--- src/rtl/sqr_anim_gen.sv ---
// Bouncing-square pixel source feeding the VGA sync stage: one position step per frame.
// Optional `BORDER_EN draws a 1-pixel white frame around the visible area.
module sqr_anim_gen #(
    parameter int CD      = 12,
    parameter int H_VIS   = 640,
    parameter int V_VIS   = 480,
    parameter int SQ_SIZE = 32
) (
    input  logic          clk,
    input  logic          reset,
    input  logic [10:0]   x,
    input  logic [10:0]   y,
    input  logic [15:0]   sw,
    output logic [CD-1:0] rgb,
    output logic          frame_tick,
    output logic [10:0]   sq_x,
    output logic [10:0]   sq_y
);

    typedef enum logic {
        FWD = 1'b0,
        REV = 1'b1
    } dir_t;

    logic          frame_tick_reg;
    logic          tick_next;
    logic [3:0]    step;
    logic [11:0]   step_ext;
    logic          move_en;
    logic [CD-1:0] rgb_reg;
    logic [CD-1:0] rgb_next;
    logic          in_sq;
    logic          visible;
    logic [11:0]   x_ext;
    logic [11:0]   y_ext;
    logic [11:0]   sq_x_ext;
    logic [11:0]   sq_y_ext;

    // First sample of vertical blank on the first column marks the frame boundary.
    assign tick_next = (x == 11'd0) && (y == 11'(V_VIS));
    assign step      = {1'b0, sw[15:13]} + 4'd1;
    assign step_ext  = {8'd0, step};
    assign move_en   = frame_tick_reg && !sw[12];

    always_ff @(posedge clk or negedge reset) begin
        if (!reset) begin
            frame_tick_reg <= 1'b0;
        end else begin
            frame_tick_reg <= tick_next;
        end
    end

    // Two identical bounce FSMs; index 0 is the X axis, index 1 the Y axis.
    genvar gi;
    generate
        for (gi = 0; gi < 2; gi++) begin : g_axis
            localparam logic [11:0] LIMIT =
                12'((gi == 0) ? (H_VIS - SQ_SIZE) : (V_VIS - SQ_SIZE));

            dir_t        dir_reg;
            logic [10:0] pos_reg;
            logic [11:0] pos_ext;
            logic [11:0] pos_fwd;
            logic [10:0] pos_rev;

            assign pos_ext = {1'b0, pos_reg};
            assign pos_fwd = pos_ext + step_ext;
            assign pos_rev = pos_reg - 11'(step);

            always_ff @(posedge clk or negedge reset) begin
                if (!reset) begin
                    pos_reg <= 11'd0;
                    dir_reg <= FWD;
                end else if (move_en) begin
                    if (dir_reg == FWD) begin
                        if (pos_fwd >= LIMIT) begin
                            pos_reg <= LIMIT[10:0];
                            dir_reg <= REV;
                        end else begin
                            pos_reg <= pos_fwd[10:0];
                        end
                    end else begin
                        if (pos_ext <= step_ext) begin
                            pos_reg <= 11'd0;
                            dir_reg <= FWD;
                        end else begin
                            pos_reg <= pos_rev;
                        end
                    end
                end
            end

            if (gi == 0) begin : g_x
                assign sq_x = pos_reg;
            end else begin : g_y
                assign sq_y = pos_reg;
            end
        end
    endgenerate

    // Widened by one bit so sq + SQ_SIZE cannot wrap.
    assign x_ext    = {1'b0, x};
    assign y_ext    = {1'b0, y};
    assign sq_x_ext = {1'b0, sq_x};
    assign sq_y_ext = {1'b0, sq_y};

    assign in_sq = (x_ext >= sq_x_ext) && (x_ext < sq_x_ext + 12'(SQ_SIZE)) &&
                   (y_ext >= sq_y_ext) && (y_ext < sq_y_ext + 12'(SQ_SIZE));
    assign visible = (x < 11'(H_VIS)) && (y < 11'(V_VIS));

`ifdef BORDER_EN
    logic on_border;

    assign on_border = visible &&
                       ((x == 11'd0) || (x == 11'(H_VIS - 1)) ||
                        (y == 11'd0) || (y == 11'(V_VIS - 1)));

    always_comb begin
        rgb_next = '0;
        if (on_border) begin
            rgb_next = '1;
        end else if (in_sq && visible) begin
            rgb_next = sw[CD-1:0];
        end
    end
`else
    always_comb begin
        rgb_next = '0;
        if (in_sq && visible) begin
            rgb_next = sw[CD-1:0];
        end
    end
`endif

    always_ff @(posedge clk or negedge reset) begin
        if (!reset) begin
            rgb_reg <= '0;
        end else begin
            rgb_reg <= rgb_next;
        end
    end

    assign rgb        = rgb_reg;
    assign frame_tick = frame_tick_reg;

endmodule

--- config.mk ---
export PLATFORM = sky130hd
export DESIGN_NAME = sqr_anim_gen
export DESIGN_NICKNAME = d
export VERILOG_FILES = /design/src/rtl/sqr_anim_gen.sv
export SDC_FILE = /design/constraint.sdc
export NUM_CORES = 1
export LEC_CHECK = 0
export ABC_CLOCK_PERIOD_IN_PS = 2700
export BUFFER_PORTS_ARGS = -buffer_cell sky130_fd_sc_hd__clkbuf_2
export CORE_MARGIN = 2
export CORE_UTILIZATION = 35
export DETAILED_ROUTE_END_ITERATION = 12
export PLACE_DENSITY = 0.56
export SKIP_CTS_REPAIR_TIMING = 1
export SLEW_MARGIN = 5
export SYNTH_ARGS = -nofsm -noshare
export SYNTH_HDL_FRONTEND = slang
export SYNTH_SLANG_ARGS = --single-unit
--- constraint.sdc ---
create_clock -name clk -period 2.7 [get_ports clk]
set_clock_uncertainty 0.1 [all_clocks]
set_input_delay 0.54 -clock clk [delete_from_list [all_inputs] [get_ports clk]]
set_output_delay 0.54 -clock clk [all_outputs]
set_load 0.005 [all_outputs]
## Yosys cells after proc, flatten, opt, wreduce, memory -nomap -nowiden

Index checks and enable logic that the tools add are counted.

- Bits in registers: 37
- Bits of input ports: 40
- Output and inout port bits: 35

- $add $sub $neg: 7
- Magnitude comparators: 10
- Equal/unequal tests: 1
- Multiplexer cells: 13
- Reductions and logical operators: 9

Operators by type and width:

| operator | count |
|---|---|
| 11-bit 2-to-1 mux | 6 |
| 11-bit by 4-bit adder with 12-bit output | 2 |
| 11-bit by 6-bit adder with 12-bit output, second input constant | 2 |
| 11-bit by 12-bit less-than comparator with 1-bit output | 2 |
| 11-bit >= comparator | 2 |
| 11-bit by 4-bit <= comparator with 1-bit output | 2 |
| 11-bit by 4-bit subtractor with 11-bit output | 2 |
| 12-bit by 10-bit >= comparator with 1-bit output, second input constant | 1 |
| 12-bit by 9-bit >= comparator with 1-bit output, second input constant | 1 |
| 12-bit 2-to-1 mux | 1 |
| 11-bit by 9-bit == test with 1-bit output, second input constant | 1 |
| 11-bit logical NOT | 1 |
| 11-bit by 10-bit less-than comparator with 1-bit output, second input constant | 1 |
| 11-bit by 9-bit less-than comparator with 1-bit output, second input constant | 1 |
| 1-bit logical AND | 7 |
| 1-bit 2-to-1 mux | 6 |
| 3-bit by 1-bit adder with 4-bit output, second input constant | 1 |
| 1-bit logical NOT | 1 |

## Logic depth before layout (Yosys ltp)

- Depth in word-level cells: 7
- Depth in mapped cells: 13
- Depth with buffers taken out: 12

## Worst setup path after synthesis

OpenSTA, ideal clock, no wires.

- Path kind: input to register
- Start: in sw[13]
- End: reg g_axis[0].pos_reg[3], in the netlist sq_x[3]
- Data arrival time: 2.996 ns
- Required time: 2.464 ns
- Path slack: -0.533 ns
- Stages: 11
- Buffers on the path: 0
- Cell sequence: ha_1 inv_1 fa_1 nand2b_1 nor2b_1 nor4b_1 o221ai_1 a31oi_2 nor4_1 a2111oi_2 a211oi_2

- Cells in the longest elaborated chain, start to end: 5
- Elaborated cells between the ends (all ways): 8

Ends and longest elaborated chain:

| element | RTL line | RTL |
|---|---|---|
| start, declared | 13 | `input logic [15:0] sw,` |
| 3-bit by 1-bit adder with 4-bit output * | 41 | `assign step = {1'b0, sw[15:13]} + 4'd1;` |
| 11-bit by 4-bit adder with 12-bit output | 67 | `assign pos_fwd = pos_ext + step_ext;` |
| 12-bit by 10-bit >= comparator with 1-bit output | 76 | `if (pos_fwd >= LIMIT) begin` |
| 11-bit 2-to-1 mux | 76 |  |
| 11-bit 2-to-1 mux * | 75 | `if (dir_reg == FWD) begin` |
| end signal, assigned | 77 | `pos_reg <= LIMIT[10:0];` |
| end signal, assigned | 80 | `pos_reg <= pos_fwd[10:0];` |
| end signal, assigned | 87 | `pos_reg <= pos_rev;` |
| end, declared | 61 | `logic [10:0] pos_reg;` |

Mark *: on every way between the ends. The rest lies on a longest branch, timed or not.
A chain may end at the register's enable or synchronous reset.

## Final worst setup path

- Start: in sw[13]
- End: reg g_axis[1].pos_reg[3], in the netlist sq_y[3]

- Cells in the longest elaborated chain, start to end: 5
- Elaborated cells between the ends (all ways): 8

Ends and longest elaborated chain:

| element | RTL line |
|---|---|
| 3-bit by 1-bit adder with 4-bit output * | 41 |
| 11-bit by 4-bit adder with 12-bit output | 67 |
| 12-bit by 9-bit >= comparator with 1-bit output | 76 |
| 11-bit 2-to-1 mux | 76 |
| 11-bit 2-to-1 mux * | 75 |
| end signal, assigned | 77 |
| end signal, assigned | 80 |
| end signal, assigned | 87 |
| end, declared | 61 |

Marks and branches as above.

==> flow_metrics.py <==
metrics = {
    "run_status": {
        "status": "complete, but fails checks",
        "violations": "setup timing",
    },
    "grt": {
        "grt_pass1_vias": 4075,
        "gr-total-overflow": 0,
        "grt_pass1_wl_um": 20180,
        "grtUsageTotal": 0.2186,
        "antenna_found_initial": 0,
        "grt_max_degree": 38,
    },
    "run": {
        "max_cap_viol_count": 0,
    },
    "layout": {
        "largest_reg_flops": 12,
        "postLayoutCoreUtil": 0.5132,
        "diodes": 0,
        "fin_nets": 699,
        "drive_above_1_share": 0.3983,
        "nFillCells": 1044,
        "fin_cells": 740,
        "syn_to_final_growth_pct": 43.97,
    },
    "clock_network": {
        "clk_latency_ns": 0.31,
        "cts_sinks": 37,
        "cts_tree": "built",
        "clk_pin_slew_ns": 0.09,
        "cts_buffers": 5,
        "clock_path_buffers": 2,
        "htree_num_levels": 2,
        "cts_root_buffer": "clkbuf_8",
    },
    "critical_path": {
        "cp_top_family": "simple AND/OR/NAND/NOR gates",
        "path_common_cell": "ha_4",
        "worstSetupPathType": "input port to flop",
        "critical_path.max_fanout": 6,
        "cp_cell_sequence": "buf_8 > ha_4 > xor2_4 > ha_4 > a211oi_4 > or4_4 > and3_4 > mux2i_4 > a31o_4 > nor3_4 > a2111oi_2 > a211oi_1",
        "slowest_delay_ns": 0.53,
        "cp_slowest_cell": "or4_4",
        "cp-end-kind": "flop",
        "crit_arrival_ns": 2.97,
        "worst-path-buf-inv": 1,
        "crit_required_ns": 2.79,
        "start_kind": "input port",
    },
    "detailed_routing": {
        "wirelength_um": 13020,
        "via_count": 4081,
        "post-route-drc-count": 0,
        "antenna_left": 0,
        "vias_per_cell": 5.515,
        "m1WireLength_um": 6161,
        "wl_per_cell_um": 17.59,
        "dr_wl_met2_um": 6029,
        "drtIter0Drc": 271,
        "top_layer_used": "met4",
        "dr.pass1.iters": 5,
        "wl_met3_um": 659,
    },
    "floorplan": {
        "core_area_um2": 10790,
        "start_util": 0.3565,
        "die_w_um": 108.8,
        "die_h_um": 108.8,
        "dieArea_um2": 11850,
        "pin_count": 75,
        "rows": 38,
    },
    "pwr": {
        "total_power_uw": 1482,
        "peakVddDrop_mv": 0.2005,
        "power_density_nw_per_um2": 267.5,
        "p_leak_uw": 0.002620,
    },
    "synth": {
        "yosysSeqAreaShare": 0.2407,
        "synth.ff_latch_count": 37,
        "yosysUniqueCellTypes": 67,
        "syn_area_um2": 3847,
        "ys.flop_type": "dfrtp_1",
        "synth_area_per_cell_um2": 8.550,
        "yosysWarnings": 0,
        "synthCells": 450,
        "synth_fp_nets": 550,
        "synth_enable_flop_cells": 0,
        "synth-async-reset-ratio": 1.000,
    },
    "timing": {
        "timing.final.crit_share": 1.065,
        "fmax_ghz": 0.3478,
        "rsz0062_at_grt": "true",
        "slew_viol_final": 0,
        "worst_pin_slew_ns": 0.7023,
        "slew_headroom": 0.5318,
        "fin_ws_ns": -0.1753,
        "fin_tns_setup_ns": -1.231,
        "min_period_ns": 2.875,
        "hold_viol": 0,
        "setup_viol": 17,
    },
    "placement": {
        "dp_hpwl_um": 9943,
        "finalWeightedCongestion": 0.9186,
        "portBuffers": 74,
        "dp_cells": 725,
        "dpl_worst_slack_ns": -0.5065,
    },
    "hold_path": {
        "hp-class": "input port to async pin",
    },
}
cell usage after synthesis (2+ instances only):
| master | number | area [um2] |
|---|---|---|
| ha_1 | 56 | 700.7 |
| dfrtp_1 | 37 | 925.9 |
| inv_1 | 36 | 135.1 |
| a21oi_1 | 34 | 170.2 |
| nor2_1 | 27 | 101.4 |
| o21ai_0 | 26 | 130.1 |
| nand2_1 | 19 | 71.32 |
| and3_1 | 15 | 93.84 |
| clkbuf_1 | 14 | 52.55 |
| nand3_1 | 14 | 70.07 |
| xnor2_1 | 13 | 113.9 |
| nor4_1 | 12 | 75.07 |
| a21o_1 | 10 | 75.07 |
| nand4_1 | 10 | 62.56 |
| nor2b_1 | 10 | 62.56 |
| nor3_1 | 9 | 45.04 |
| a31oi_1 | 8 | 50.05 |
| nand2b_1 | 7 | 43.79 |
| o21bai_1 | 7 | 52.55 |
| buf_2 | 6 | 30.03 |
| a211oi_1 | 5 | 37.54 |
| o21a_1 | 5 | 37.54 |
| and3b_1 | 4 | 35.03 |
| fa_1 | 4 | 80.08 |
| o211ai_1 | 4 | 30.03 |
| a2111oi_2 | 3 | 45.04 |
| a22oi_1 | 3 | 22.52 |
| o31ai_1 | 3 | 22.52 |
| xor2_1 | 3 | 26.28 |
| a221oi_1 | 2 | 17.52 |
| a32oi_1 | 2 | 17.52 |
| nor4b_1 | 2 | 17.52 |
| o211a_1 | 2 | 20.02 |
| o21ai_1 | 2 | 10.01 |
| o21ba_2 | 2 | 20.02 |
| o22ai_1 | 2 | 12.51 |
| or3_1 | 2 | 12.51 |
power by group:
group          switching (uW)  internal [uW]
Sequential              0.765            555
Combinational             209            200
Clock                     239            278
Total                     449           1030
final timing paths:
kind	depth (start not counted)	slack [ns]	to	from
worst max-delay path	12	-0.18	sq_y[3]	sw[13]
max in group asynchronous	2	1.90	sq_x[5]	reset
worst max register to register	10	-0.01	sq_y[3]	sq_y[0]
worst min register to register	2	0.58	sq_y[9]	sq_y[8]
min in group clk	2	0.35	rgb[4]	sw[4]
worst min-delay path	2	0.19	sq_x[1]	reset
logic make-up (layout without fill, tap and decap cells):
logic type / count (synthesis) / in the layout / synth area share
buf+inv: 59 / 209 / 0.06276
mux: 2 / 2 / 0.006503
xor+xnor: 16 / 16 / 0.03642
simple gates: 136 / 136 / 0.1922
compound gates: 140 / 140 / 0.2585
flops: 37 / 37 / 0.2407
fa+ha+maj: 60 / 60 / 0.2029
layer usage:
layer / vias up / track usage
met5: - / 0
met4: 0 / 0.05861
met3: 12 / 0.03706
met2: 109 / 0.3496
met1: 2004 / 0.3047
li1: 1956 / -
layout by cell type (no fill, tap or decap), types with 9 or more instances in the layout:
| master | Yosys | routed |
|---|---|---|
| nand3_1 | 14 | 13 |
| and3_1 | 15 | 14 |
| nand2_1 | 19 | 19 |
| buf_4 | 1 | 85 |
| ha_1 | 56 | 50 |
| a21oi_1 | 34 | 28 |
| o21ai_0 | 26 | 21 |
| xnor2_1 | 13 | 10 |
| nor2_1 | 27 | 24 |
| nor2b_1 | 10 | 10 |
| dfrtp_1 | 37 | 34 |
| nand4_1 | 10 | 10 |
| nor4_1 | 12 | 9 |
| inv_1 | 36 | 35 |
| a21o_1 | 10 | 10 |
| clkbuf_2 | 1 | 72 |
metrics by stage:
stage,area [um2],hold slack [ns]
after floorplan,3943,0.1444
after global placement,5015,0.5398
after detailed placement,5015,0.5438
after CTS,5126,0.2049
after global routing,5539,0.2438
final,5539,0.1899
layout make-up:
type                            count  area (um2)  share of cell area
Multi-Input combinational cell    354        3087              0.5573
Timing Repair Buffer              165        1101              0.1988
Sequential cell                    37       929.6              0.1678
Tap cell                          140       175.2             0.03162
Inverter                           36       135.1             0.02440
Clock buffer                        6       72.57             0.01310
Clock inverter                      2       38.79            0.007002
No activity file was read; power rests on OpenSTA's default activity.
